**src/rtl/laser_dist_meter_avg.sv**
```systemverilog
// laser_dist_meter_avg
//   Averaging laser distance meter. On an accepted start (b) it fires a laser
//   pulse of PULSE_CYC cycles, then counts clock cycles until the reflection
//   sensor (s) goes high. This repeats for 2^LOG2_AVG shots. The summed counts
//   are divided by 2^(LOG2_AVG+1), giving the average half-round-trip count,
//   which is published on D together with a one-cycle valid pulse. A shot whose
//   echo does not arrive within TIMEOUT counts aborts the measurement and sets
//   the sticky err flag.
//
// Ports
//   clk   : clock, rising edge active
//   rst   : asynchronous active-low reset
//   b     : start request, honoured only in IDLE
//   s     : reflection sensor, honoured only in WAIT
//   l     : laser enable, high in every FIRE cycle
//   D     : last valid distance (half-round-trip cycles), WIDTH bits
//   busy  : high in every state except IDLE
//   valid : one-cycle pulse when D is updated
//   err   : timeout flag, sticky until the next accepted start
module laser_dist_meter_avg #(
    parameter int unsigned WIDTH     = 16,
    parameter int unsigned PULSE_CYC = 1,
    parameter int unsigned TIMEOUT   = 65535,
    parameter int unsigned LOG2_AVG  = 0
) (
    input  logic             clk,
    input  logic             rst,
    input  logic             b,
    input  logic             s,
    output logic             l,
    output logic [WIDTH-1:0] D,
    output logic             busy,
    output logic             valid,
    output logic             err
);

    localparam int unsigned ACC_W  = WIDTH + LOG2_AVG;
    // Keep the shot counter at least one bit wide even for single-shot builds.
    localparam int unsigned SHOT_W = (LOG2_AVG > 0) ? LOG2_AVG : 1;

    localparam logic [SHOT_W-1:0] LAST_SHOT  = SHOT_W'((1 << LOG2_AVG) - 1);
    localparam logic [7:0]        PULSE_LAST = 8'(PULSE_CYC - 1);
    localparam logic [WIDTH-1:0]  DCTR_MAX   = WIDTH'(TIMEOUT);

    typedef enum logic [2:0] {
        StIdle = 3'd0,
        StFire = 3'd1,
        StWait = 3'd2,
        StAcc  = 3'd3,
        StDone = 3'd4,
        StErr  = 3'd5
    } state_t;

    state_t             state_q;
    logic [WIDTH-1:0]   dctr_q;
    logic [ACC_W-1:0]   acc_q;
    logic [SHOT_W-1:0]  shot_q;
    logic [7:0]         pctr_q;

    // Running sum including the shot being accumulated this cycle; on the last
    // shot it is scaled straight into D so that D and valid appear together.
    logic [ACC_W-1:0]   acc_sum;

    assign acc_sum = acc_q + ACC_W'(dctr_q);

    always_ff @(posedge clk or negedge rst) begin
        if (!rst) begin
            state_q <= StIdle;
            dctr_q  <= '0;
            acc_q   <= '0;
            shot_q  <= '0;
            pctr_q  <= '0;
            l       <= 1'b0;
            D       <= '0;
            busy    <= 1'b0;
            valid   <= 1'b0;
            err     <= 1'b0;
        end else begin
            valid <= 1'b0;
            case (state_q)
                StIdle: begin
                    if (b) begin
                        state_q <= StFire;
                        acc_q   <= '0;
                        shot_q  <= '0;
                        pctr_q  <= '0;
                        dctr_q  <= '0;
                        err     <= 1'b0;
                        l       <= 1'b1;
                        busy    <= 1'b1;
                    end
                end

                StFire: begin
                    if (pctr_q == PULSE_LAST) begin
                        state_q <= StWait;
                        pctr_q  <= '0;
                        l       <= 1'b0;
                    end else begin
                        pctr_q <= pctr_q + 8'd1;
                    end
                end

                StWait: begin
                    // Echo has priority over timeout when both coincide.
                    if (s) begin
                        state_q <= StAcc;
                    end else if (dctr_q == DCTR_MAX) begin
                        state_q <= StErr;
                        err     <= 1'b1;
                    end else begin
                        dctr_q <= dctr_q + WIDTH'(1);
                    end
                end

                StAcc: begin
                    acc_q <= acc_sum;
                    if (shot_q == LAST_SHOT) begin
                        state_q <= StDone;
                        D       <= WIDTH'(acc_sum >> (LOG2_AVG + 1));
                        valid   <= 1'b1;
                    end else begin
                        // Re-fire automatically for the next shot.
                        state_q <= StFire;
                        shot_q  <= shot_q + SHOT_W'(1);
                        pctr_q  <= '0;
                        dctr_q  <= '0;
                        l       <= 1'b1;
                    end
                end

                StDone: begin
                    state_q <= StIdle;
                    busy    <= 1'b0;
                end

                StErr: begin
                    state_q <= StIdle;
                    busy    <= 1'b0;
                end

                default: begin
                    // Illegal encoding: recover to IDLE, holding only D.
                    state_q <= StIdle;
                    dctr_q  <= '0;
                    acc_q   <= '0;
                    shot_q  <= '0;
                    pctr_q  <= '0;
                    l       <= 1'b0;
                    busy    <= 1'b0;
                    err     <= 1'b0;
                end
            endcase
        end
    end

endmodule

```
**config.mk**
```make
export PLATFORM = sky130hd
export DESIGN_NAME = laser_dist_meter_avg
export DESIGN_NICKNAME = d
export VERILOG_FILES = /design/src/rtl/laser_dist_meter_avg.sv
export SDC_FILE = /design/constraint.sdc
export NUM_CORES = 1
export LEC_CHECK = 0
export BUFFER_PORTS_ARGS = -buffer_cell sky130_fd_sc_hd__buf_2
export CORE_ASPECT_RATIO = 1.25
export CORE_UTILIZATION = 30
export DETAILED_ROUTE_END_ITERATION = 8
export PLACE_DENSITY = 0.47
export SETUP_SLACK_MARGIN = 0.4
export SYNTH_ARGS = -nofsm -noshare
export SYNTH_HDL_FRONTEND = slang
export SYNTH_SLANG_ARGS = --single-unit
export TNS_END_PERCENT = 100
```
**constraint.sdc**
```tcl
create_clock -name clk -period 2.4 [get_ports clk]
set_clock_uncertainty 0.2 [all_clocks]
set_input_delay 0.24 -clock clk [delete_from_list [all_inputs] [get_ports clk]]
set_output_delay 0.24 -clock clk [all_outputs]
set_load 0.02 [all_outputs]
```
**After elaboration in Yosys (flattened, before gate mapping)**

Cells that the tools add are included.

- Add/subtract/negate cells: 4
- Mux-type cells: 29
- Bitwise logic cells: 6
- Reductions and logical operators: 15
- Equal/unequal tests: 13

Operator list:

| operator | count |
|---|---|
| 2-to-1 mux 16 bit | 4 |
| one-hot mux 16 bit (4 select lines) | 1 |
| one-hot mux 16 bit (3 select lines) | 1 |
| one-hot mux 8 bit (4 select lines) | 1 |
| 2-to-1 mux 8 bit | 3 |
| adder 16 x 1 -> 16 bit (second input constant) | 1 |
| adder 16 bit | 1 |
| == test 16 bit (second input constant) | 1 |
| 2-to-1 mux 3 bit | 5 |
| != test 2 bit (second input constant) | 6 |
| one-hot mux 3 bit (4 select lines) | 1 |
| 2-to-1 mux 1 bit | 9 |
| OR reduction 3 bit | 3 |
| adder 8 x 1 -> 8 bit (second input constant) | 1 |
| zero test 8 bit | 1 |
| AND reduction 4 bit | 2 |
| OR reduction 4 bit | 2 |
| == test 3 x 2 -> 1 bit (second input constant) | 2 |
| == test 3 bit (second input constant) | 2 |
| inverter 1 bit | 6 |
| one-hot mux 1 bit (3 select lines) | 2 |
| AND reduction 2 bit | 3 |
| AND reduction 3 bit | 2 |
| AND reduction 5 bit | 1 |
| 6 further kinds | 6 |

- Register bits: 63
- Input port bits: 4
- Word-level logic and storage cells: 77

**Depth between registers and ports, before layout**

Gate-level depths: netlist of the first run.

- Depth in word-level cells: 4
- Depth in mapped cells: 8
- Gate-level depth less buffers: 7

**Least setup slack after synthesis of the first run**

Ideal clock, no wire load.

- Path type: flip-flop to flip-flop
- From: register dctr_q[0]
- To: register D[13]
- Clock period less this slack: 2.399 ns
- Arrival: 2.056 ns
- Setup slack: 0.001 ns
- Buffers on the path: 0
- Cell stages (with the launch flop): 8
- Cell sequence: dfrtp_1 -> ha_1 -> fa_1 -> a21o_1 -> a311oi_1 -> or2_2 -> a2bb2oi_1 -> o211ai_1

- Cells in the longest elaborated chain, start to end: 1

RTL lines:

| item | line | text |
|---|---|---|
| from (decl) | 55 | `logic [WIDTH-1:0] dctr_q;` |
| from (signal assigned) | 112 | `dctr_q <= dctr_q + WIDTH'(1);` |
| adder 16 bit | 64 | `assign acc_sum = acc_q + ACC_W'(dctr_q);` |
| to (signal assigned) | 120 | `D <= WIDTH'(acc_sum >> (LOG2_AVG + 1));` |
| to (decl) | 31 | `output logic [WIDTH-1:0] D,` |

No other way between the ends.
A chain may end at the register's enable or synchronous reset.

**Worst setup path in the final report of the first run**

- From: register acc_q[0]
- To: register acc_q[14]

- Cells in the longest elaborated chain, start to end: 2

RTL lines:

| item | line | text |
|---|---|---|
| from (decl) | 56 | `logic [ACC_W-1:0] acc_q;` |
| from (signal assigned) | 117 | `acc_q <= acc_sum;` |
| adder 16 bit | 64 |  |
| one-hot mux 16 bit (3 select lines) | 80 | `case (state_q)` |

No other way between the ends.

==> run summary, run 1 <==
CLOCKING
-------------------------------------------------------------------------------------
Number of buffers added by the clock tree synthesis step                            9
Root buf cell                                                               clkbuf_16
Clock Sinks                                                                        62
Htree depth                                                                         3
Worst skew pair latency                                                       0.34 ns
TritonCTS clock tree                                                              yes
Clock-pin slew of the registers on the worst-case setup and hold paths        0.05 ns
Maximum buffer depth of the clock tree                                              2

STATUS
-------------------------------------------------------------------------------------
Run status                                                               complete, no violations

DRT
-------------------------------------------------------------------------------------
Average routed wire per standard cell                                         16.7 µm
Remaining antenna violation count after routing                                     0
Via density per instance                                                         5.25
Initial DRC count                                                                 126
Detailed-route wire length                                                   11000 µm
Total via count in the routed design                                             3441
Residual DRC                                                                        0
First-pass DRT Iterations                                                           4

SYNTH
-------------------------------------------------------------------------------------
Gate count after technology mapping                                               400
Avg Synthesized Cell Area                                                    9.14 µm²
Sequential cell area fraction in the yosys report                               42.4%
Flop and latch count out of synthesis                                              62
Most area-consuming cells after synthesis                                dfrtp_1 42%, ha_1 6.2%, nand2_1 6.1%, a21oi_1 4.1%, o21ai_0 3.3%
Async SR Flop Fraction                                                           100%
Top_reg_cell synth                                                            dfrtp_1
Post-synth top cells                                                     62 x dfrtp_1, 59 x nand2_1, 31 x nor2_1, 30 x a21oi_1, 24 x o21ai_0
Synthesized area                                                             3660 µm²
Number of distinct library cells after synthesis                                   66
Cell taking the most area after synthesis                                     dfrtp_1
Number of flops mapped to enable cells by yosys                                     0
Synthesis Warnings                                                                  0
Yosys top cell area share                                                       42.4%
Synthesized Nets                                                                  423
Most frequent cell after synthesis                                            dfrtp_1

POWER
-------------------------------------------------------------------------------------
Static Leak                                                                   2.49 nW
Power density over the cells                                               788 nW/µm²
Worst-case vdd ir drop                                                         498 µV

LAYOUT
-------------------------------------------------------------------------------------
Fraction of layout cells with a size suffix above 1                             48.9%
NumNets Final                                                                     513
Number of antenna repair diodes                                                     0
Post-synthesis to final-layout area growth                                      52.7%
Design area                                                                  5580 µm²

FLOORPLAN
-------------------------------------------------------------------------------------
Die extent in y                                                                125 µm
Overall die width                                                              101 µm
Die footprint                                                               12600 µm²
Core box area                                                               11700 µm²
Initial core utilization                                                        31.2%
I/O Pins                                                                           24
Number of placement rows                                                           44

WORST SETUP PATH
-------------------------------------------------------------------------------------
Worst EP arrival                                                              2.38 ns
CP max FO                                                                           3
Critical path cell sequence                                              ha_2, fa_2, a21o_1, a311oi_2, buf_4, buf_6, o211ai_1, o221a_2, nand2_1
Critical path endpoint category                                                  flop
Longest individual stage delay on the worst path                              0.38 ns
Crit-path leading delay family                                           compound AO/OA/AOI/OAI gates
Worst Path Buf+Inv                                                                  2
Critical path launch point type                                                  flop
Path type of the worst setup path                                        flop to flop
Data required time at the worst endpoint                                      2.48 ns
Slowest stage cell on the critical path                                       dfrtp_1

GRT
-------------------------------------------------------------------------------------
Wire length of the first global-routing pass                                 16700 µm
Number of antenna violations at the first check in global routing                   0
GR Util met3                                                                    3.80%
Most used routing layer in global routing                                        met2
Congestion Overflow GR                                                              0
M2 GR Usage                                                                     28.1%
Vias in the first global route                                                   3358
Largest net degree at the start of global routing                                  41
Met1 track demand over resource in global routing                               20.6%
Global-route usage over all layers                                              16.9%

TIMING
-------------------------------------------------------------------------------------
Setup repair after global routing missed its margin                              true
Minimum clock period                                                          2.31 ns
Slew at the pin closest to its max-slew limit                                0.563 ns
Maximum clock frequency                                                     0.433 GHz
Max-slew violation count                                                            0
Count of endpoints failing hold in the final timing report                          0
Period Utilization, post-route                                                  96.2%
Worst path setup slack after routing                                        0.0921 ns
Max-Slew Margin vs Limit                                                        62.3%
Final setup violation count                                                         0

PLACEMENT
-------------------------------------------------------------------------------------
Post-placement worst setup slack                                          -0.00981 ns
Post-DP HPWL                                                                  7040 µm
Cell Area, Placed                                                            4140 µm²
Weighted congestion at the end of routability-driven global placement           0.844
IO buf count                                                                       22

RUN
-------------------------------------------------------------------------------------
Max cap viols                                                                       0

WORST HOLD PATH
-------------------------------------------------------------------------------------
Worst min path class                                                     input pin to flop

-- flip-flops by register name (all words and copies together) (netlist names) --
signal,cells
D,15
acc_q,16
busy,1
dctr_q,16
err,1
l,1
pctr_q,8
state_q,3
valid,1
-- layout make-up --
class / instances / area, µm²
Clock buffer: 12 / 246
Clock inverter: 4 / 70.1
Fill cell: 1096 / 6140
Inverter: 9 / 38.8
Multi-Input combinational cell: 316 / 2750
Sequential cell: 62 / 1570
Tap cell: 161 / 201
Timing Repair Buffer: 92 / 709
-- power by group --
group          leakage, nW  switching, mW  total, mW  internal [mW]
Combinational         1.50          0.968       1.67          0.704
Clock                0.157          0.476       1.41          0.934
Sequential           0.830          0.114       1.32           1.20
Total                 2.49           1.56       4.40           2.84
-- layer usage --
metal	vias to the layer above	wire, µm	share of wire (%)
met4	0	363	3.3
met3	33	374	3.4
li1	1645	-	-
met5	-	0	0
met1	1689	4590	42
met2	74	5650	51
-- metrics by stage --
step                      util [%]  hold WS [ns]  TNS (ns)  std cells  power, mW
after detailed placement      35.3        0.0764   -0.0116        593       2.49
final                         47.6        0.0169         0        656       4.40
after global placement        35.3        0.0738   -0.0188        593       2.48
after global routing          47.6        0.0366   -0.0231        656       4.64
after floorplan                  -        -0.256         0        400       2.05
after CTS                     41.2        0.0198         0        629       4.06
-- logic make-up (layout without fill, tap and decap cells) --
group | count (synthesis) | count (layout) | share of synthesized area (%)
DFF | 62 | 62 | 42.4
AOI/OAI and AO/OA | 117 | 117 | 21.2
buffers and inverters | 22 | 117 | 2.57
other | 1 | 1 | 0.103
and+or+nand+nor | 160 | 160 | 22.0
xor gates and xnor gates | 11 | 11 | 2.64
muxes | 8 | 8 | 2.29
adders and majority gates | 19 | 19 | 6.71
-- final timing paths --
check	startpoint	endpoint	slack [ns]	depth (start not counted)
setup / recovery	acc_q[0]	acc_q[14]	0.09	9
hold / removal	s	state_q[1]	0.02	3
setup reg to reg	acc_q[0]	acc_q[14]	0.09	9
hold reg to reg	D[0]	D[0]	0.27	2
max in group asynchronous	rst	dctr_q[5]	1.12	3
min in group asynchronous	rst	D[13]	0.25	2
-- layout by cell type, fill, tap and decap left out, drive strengths merged, types with 9 or more instances in the layout --
cell / Yosys / routed
clkbuf: 7 / 12
o31ai: 11 / 11
buf: 6 / 91
inv: 9 / 9
and3: 9 / 9
dfrtp: 62 / 62
a21oi: 31 / 31
nand2: 59 / 59
nor2: 31 / 31
ha: 18 / 18
nand3: 15 / 15
o21ai: 25 / 25
-- timing repair --
action	in CTS	in global routing
hold buffers	1	0
pin swaps	19	69
resized for setup	57	129
setup endpoints to repair	50	46
endpoints found under the hold margin	22	0
buffers inserted	19	26
gates cloned	0	1
-- worst register-to-register path, cell delays in order (launching register included) --
cell and delay [ns]:
dfrtp_1 0.38, ha_2 0.21, fa_2 0.35, a21o_1 0.19
a311oi_2 0.19, buf_4 0.18, buf_6 0.10, o211ai_1 0.09
o221a_2 0.30, nand2_1 0.06
Note: power is estimated with default switching activity, not from simulation.
==> run 2: changes to the inputs <==
CORE_MARGIN = 5   (was default)
==> run 2 against run 1 <==
Compared with the run above: critical path type unchanged; global-route usage fell by 2.2 points; wire length fell by 3.8%; largest power group is now the clock network; utilization fell by 4.1 points.
==> run summary, run 2 (synthesis results as in run 1) <==
LAYOUT
-------------------------------------------------------------------------------------
Fin util                                                                        43.5%   was 47.6%
Storage element area                                                         1560 µm²   was 1570 µm²
Fraction of layout cells with a size suffix above 1                             38.5%   was 48.9%
Commonest non-fill, non-tap cells in the layout                          57 x nand2_1, 53 x dfrtp_1, 39 x buf_4, 27 x nor2_1, 22 x buf_2   was 53 x buf_4, 52 x nand2_1, 49 x dfrtp_1, 25 x nor2_1, 23 x buf_2
Design area                                                                  5240 µm²   was 5580 µm²
NumNets Final                                                                     496   was 513
Leading cell type in the layout, fill and taps excluded                       nand2_1   was buf_4
Fill cell count                                                                  1161   was 1096
Largest registers                                                        acc_q: 16 flops, dctr_q: 16 flops, D: 15 flops   unchanged
Multi-input combinational cell area                                          2520 µm²   was 2750 µm²
Number of antenna repair diodes                                                     0   unchanged
Final instance count without filler cells                                         642   was 656
Post-synthesis to final-layout area growth                                      43.3%   was 52.7%

CLOCKING
-------------------------------------------------------------------------------------
Root buf cell                                                               clkbuf_16   unchanged
TritonCTS clock tree                                                              yes   unchanged
Maximum buffer depth of the clock tree                                              2   unchanged
Number of buffers added by the clock tree synthesis step                            9   unchanged
Clock-pin slew of the registers on the worst-case setup and hold paths        0.06 ns   was 0.05 ns
Worst skew pair latency                                                       0.34 ns   about the same
Htree depth                                                                         3   unchanged
Clock Sinks                                                                        62   unchanged

TIMING
-------------------------------------------------------------------------------------
Setup repair after global routing missed its margin                              true   unchanged
Maximum clock frequency                                                     0.443 GHz   was 0.433 GHz
Max-Slew Margin vs Limit                                                        54.9%   was 62.3%
Slew at the pin closest to its max-slew limit                                0.677 ns   was 0.563 ns
Period Utilization, post-route                                                  94.0%   was 96.2%
Total Neg Setup Slack                                                            0 ns   unchanged
Worst path setup slack after routing                                         0.145 ns   was 0.0921 ns
Max-slew violation count                                                            0   unchanged
Minimum clock period                                                          2.26 ns   was 2.31 ns
Count of endpoints failing hold in the final timing report                          0   unchanged
Worst hold margin                                                           0.0548 ns   was 0.0169 ns
Final setup violation count                                                         0   unchanged

GRT
-------------------------------------------------------------------------------------
Vias in the first global route                                                   3359   was 3358
Congestion Overflow GR                                                              0   unchanged
Largest net degree at the start of global routing                                  38   was 41
Wire length of the first global-routing pass                                 16800 µm   was 16700 µm
Number of antenna violations at the first check in global routing                   0   unchanged
Global-route usage over all layers                                              14.8%   was 16.9%

PLACEMENT
-------------------------------------------------------------------------------------
Post-DP HPWL                                                                  7020 µm   was 7040 µm
IO buf count                                                                       22   unchanged
Post-placement worst setup slack                                            0.0565 ns   was -0.00981 ns
Cell Area, Placed                                                            4100 µm²   was 4140 µm²
Weighted congestion at the end of routability-driven global placement           0.866   was 0.844
Number of placed cells counting well taps                                         591   was 593

FLOORPLAN
-------------------------------------------------------------------------------------
Initial core utilization                                                        30.3%   was 31.2%
Die footprint                                                               14500 µm²   was 12600 µm²
I/O Pins                                                                           24   unchanged
Number of placement rows                                                           45   was 44
Die extent in y                                                                133 µm   was 125 µm
Core box area                                                               12000 µm²   was 11700 µm²
Overall die width                                                              109 µm   was 101 µm

WORST SETUP PATH
-------------------------------------------------------------------------------------
Worst r2r path cells                                                                8   was 9
Critical path endpoint category                                                  flop   unchanged
Launch point of the critical path                                            acc_q[0]   unchanged
CP max FO                                                                           4   was 3
Path type of the worst setup path                                        flop to flop   unchanged
Critical register-to-register path startpoint                                acc_q[0]   unchanged
Critical path launch point type                                                  flop   unchanged
Data required time at the worst endpoint                                      2.48 ns   about the same
Worst EP arrival                                                              2.34 ns   was 2.38 ns

POWER
-------------------------------------------------------------------------------------
Static Leak                                                                   2.39 nW   was 2.49 nW
Post-layout power                                                             4.31 mW   was 4.40 mW
Worst-case vdd ir drop                                                         420 µV   was 498 µV
Power density over the cells                                               822 nW/µm²   was 788 nW/µm²

DRT
-------------------------------------------------------------------------------------
Remaining antenna violation count after routing                                     0   unchanged
Residual DRC                                                                        0   unchanged
Average routed wire per standard cell                                         16.4 µm   was 16.7 µm
Total via count in the routed design                                             3359   was 3441
Via density per instance                                                         5.23   was 5.25
Initial DRC count                                                                 192   was 126
First-pass DRT Iterations                                                           4   unchanged
Detailed-route wire length                                                   10600 µm   was 11000 µm

WORST HOLD PATH
-------------------------------------------------------------------------------------
Hold Crit Depth                                                                     3   unchanged
Worst min path class                                                     input pin to flop   unchanged
Startpoint of the tightest hold check path                                          s   unchanged

RUN
-------------------------------------------------------------------------------------
Max cap viols                                                                       0   unchanged

STATUS
-------------------------------------------------------------------------------------
Run status                                                               complete, no violations   unchanged

[run 2: per-layer routing]
metal / up-vias / global-route usage [%] / share of wire (%)
li1: 1613 / - / -
met1: 1666 / 18.1 / 43
met2: 60 / 25.0 / 52
met3: 20 / 2.08 / 2.9
met4: 0 / 7.44 / 2.2
met5: - / 0 / 0
[run 2: final cells by class]
class,instances,share of cell area (%)
timing repair buffer,75,10.8
clock buffer,9,4.30
clock inverter,7,2.29
sequential,62,29.8
multi-input combinational,316,48.1
tap,164,3.92
inverter,9,0.693
[run 2: final timing paths]
kind / to / slack [ns]
hold / removal: state_q[1] / 0.05
setup / recovery: acc_q[14] / 0.14
setup reg to reg: acc_q[14] / 0.14
max in group asynchronous: dctr_q[3] / 1.08
min in group asynchronous: acc_q[13] / 0.27
hold reg to reg: D[3] / 0.27
[run 2: worst max-delay path, cell delays in order, from the launching register on]
cell	delay, ns
dfrtp_1	0.39
ha_2	0.20
fa_2	0.34
a21o_1	0.20
a311oi_2	0.20
buf_4	0.19
o211ai_1	0.10
o221a_2	0.30
nand2_1	0.06
[run 2: power by group]
part	leakage, nW	switching [mW]	internal [mW]
combinational	1.39	0.897	0.550
sequential	0.837	0.113	1.20
clock	0.166	0.526	1.02
[run 2: repair_timing]
action | CTS | global route
pin swaps | 21 | 26
endpoints found under the setup margin | 51 | 50
hold endpoints to repair | 25 | 0
hold buffers | 1 | 0
cloned | 1 | 0
setup buffers | 18 | 15
resized for setup | 77 | 50
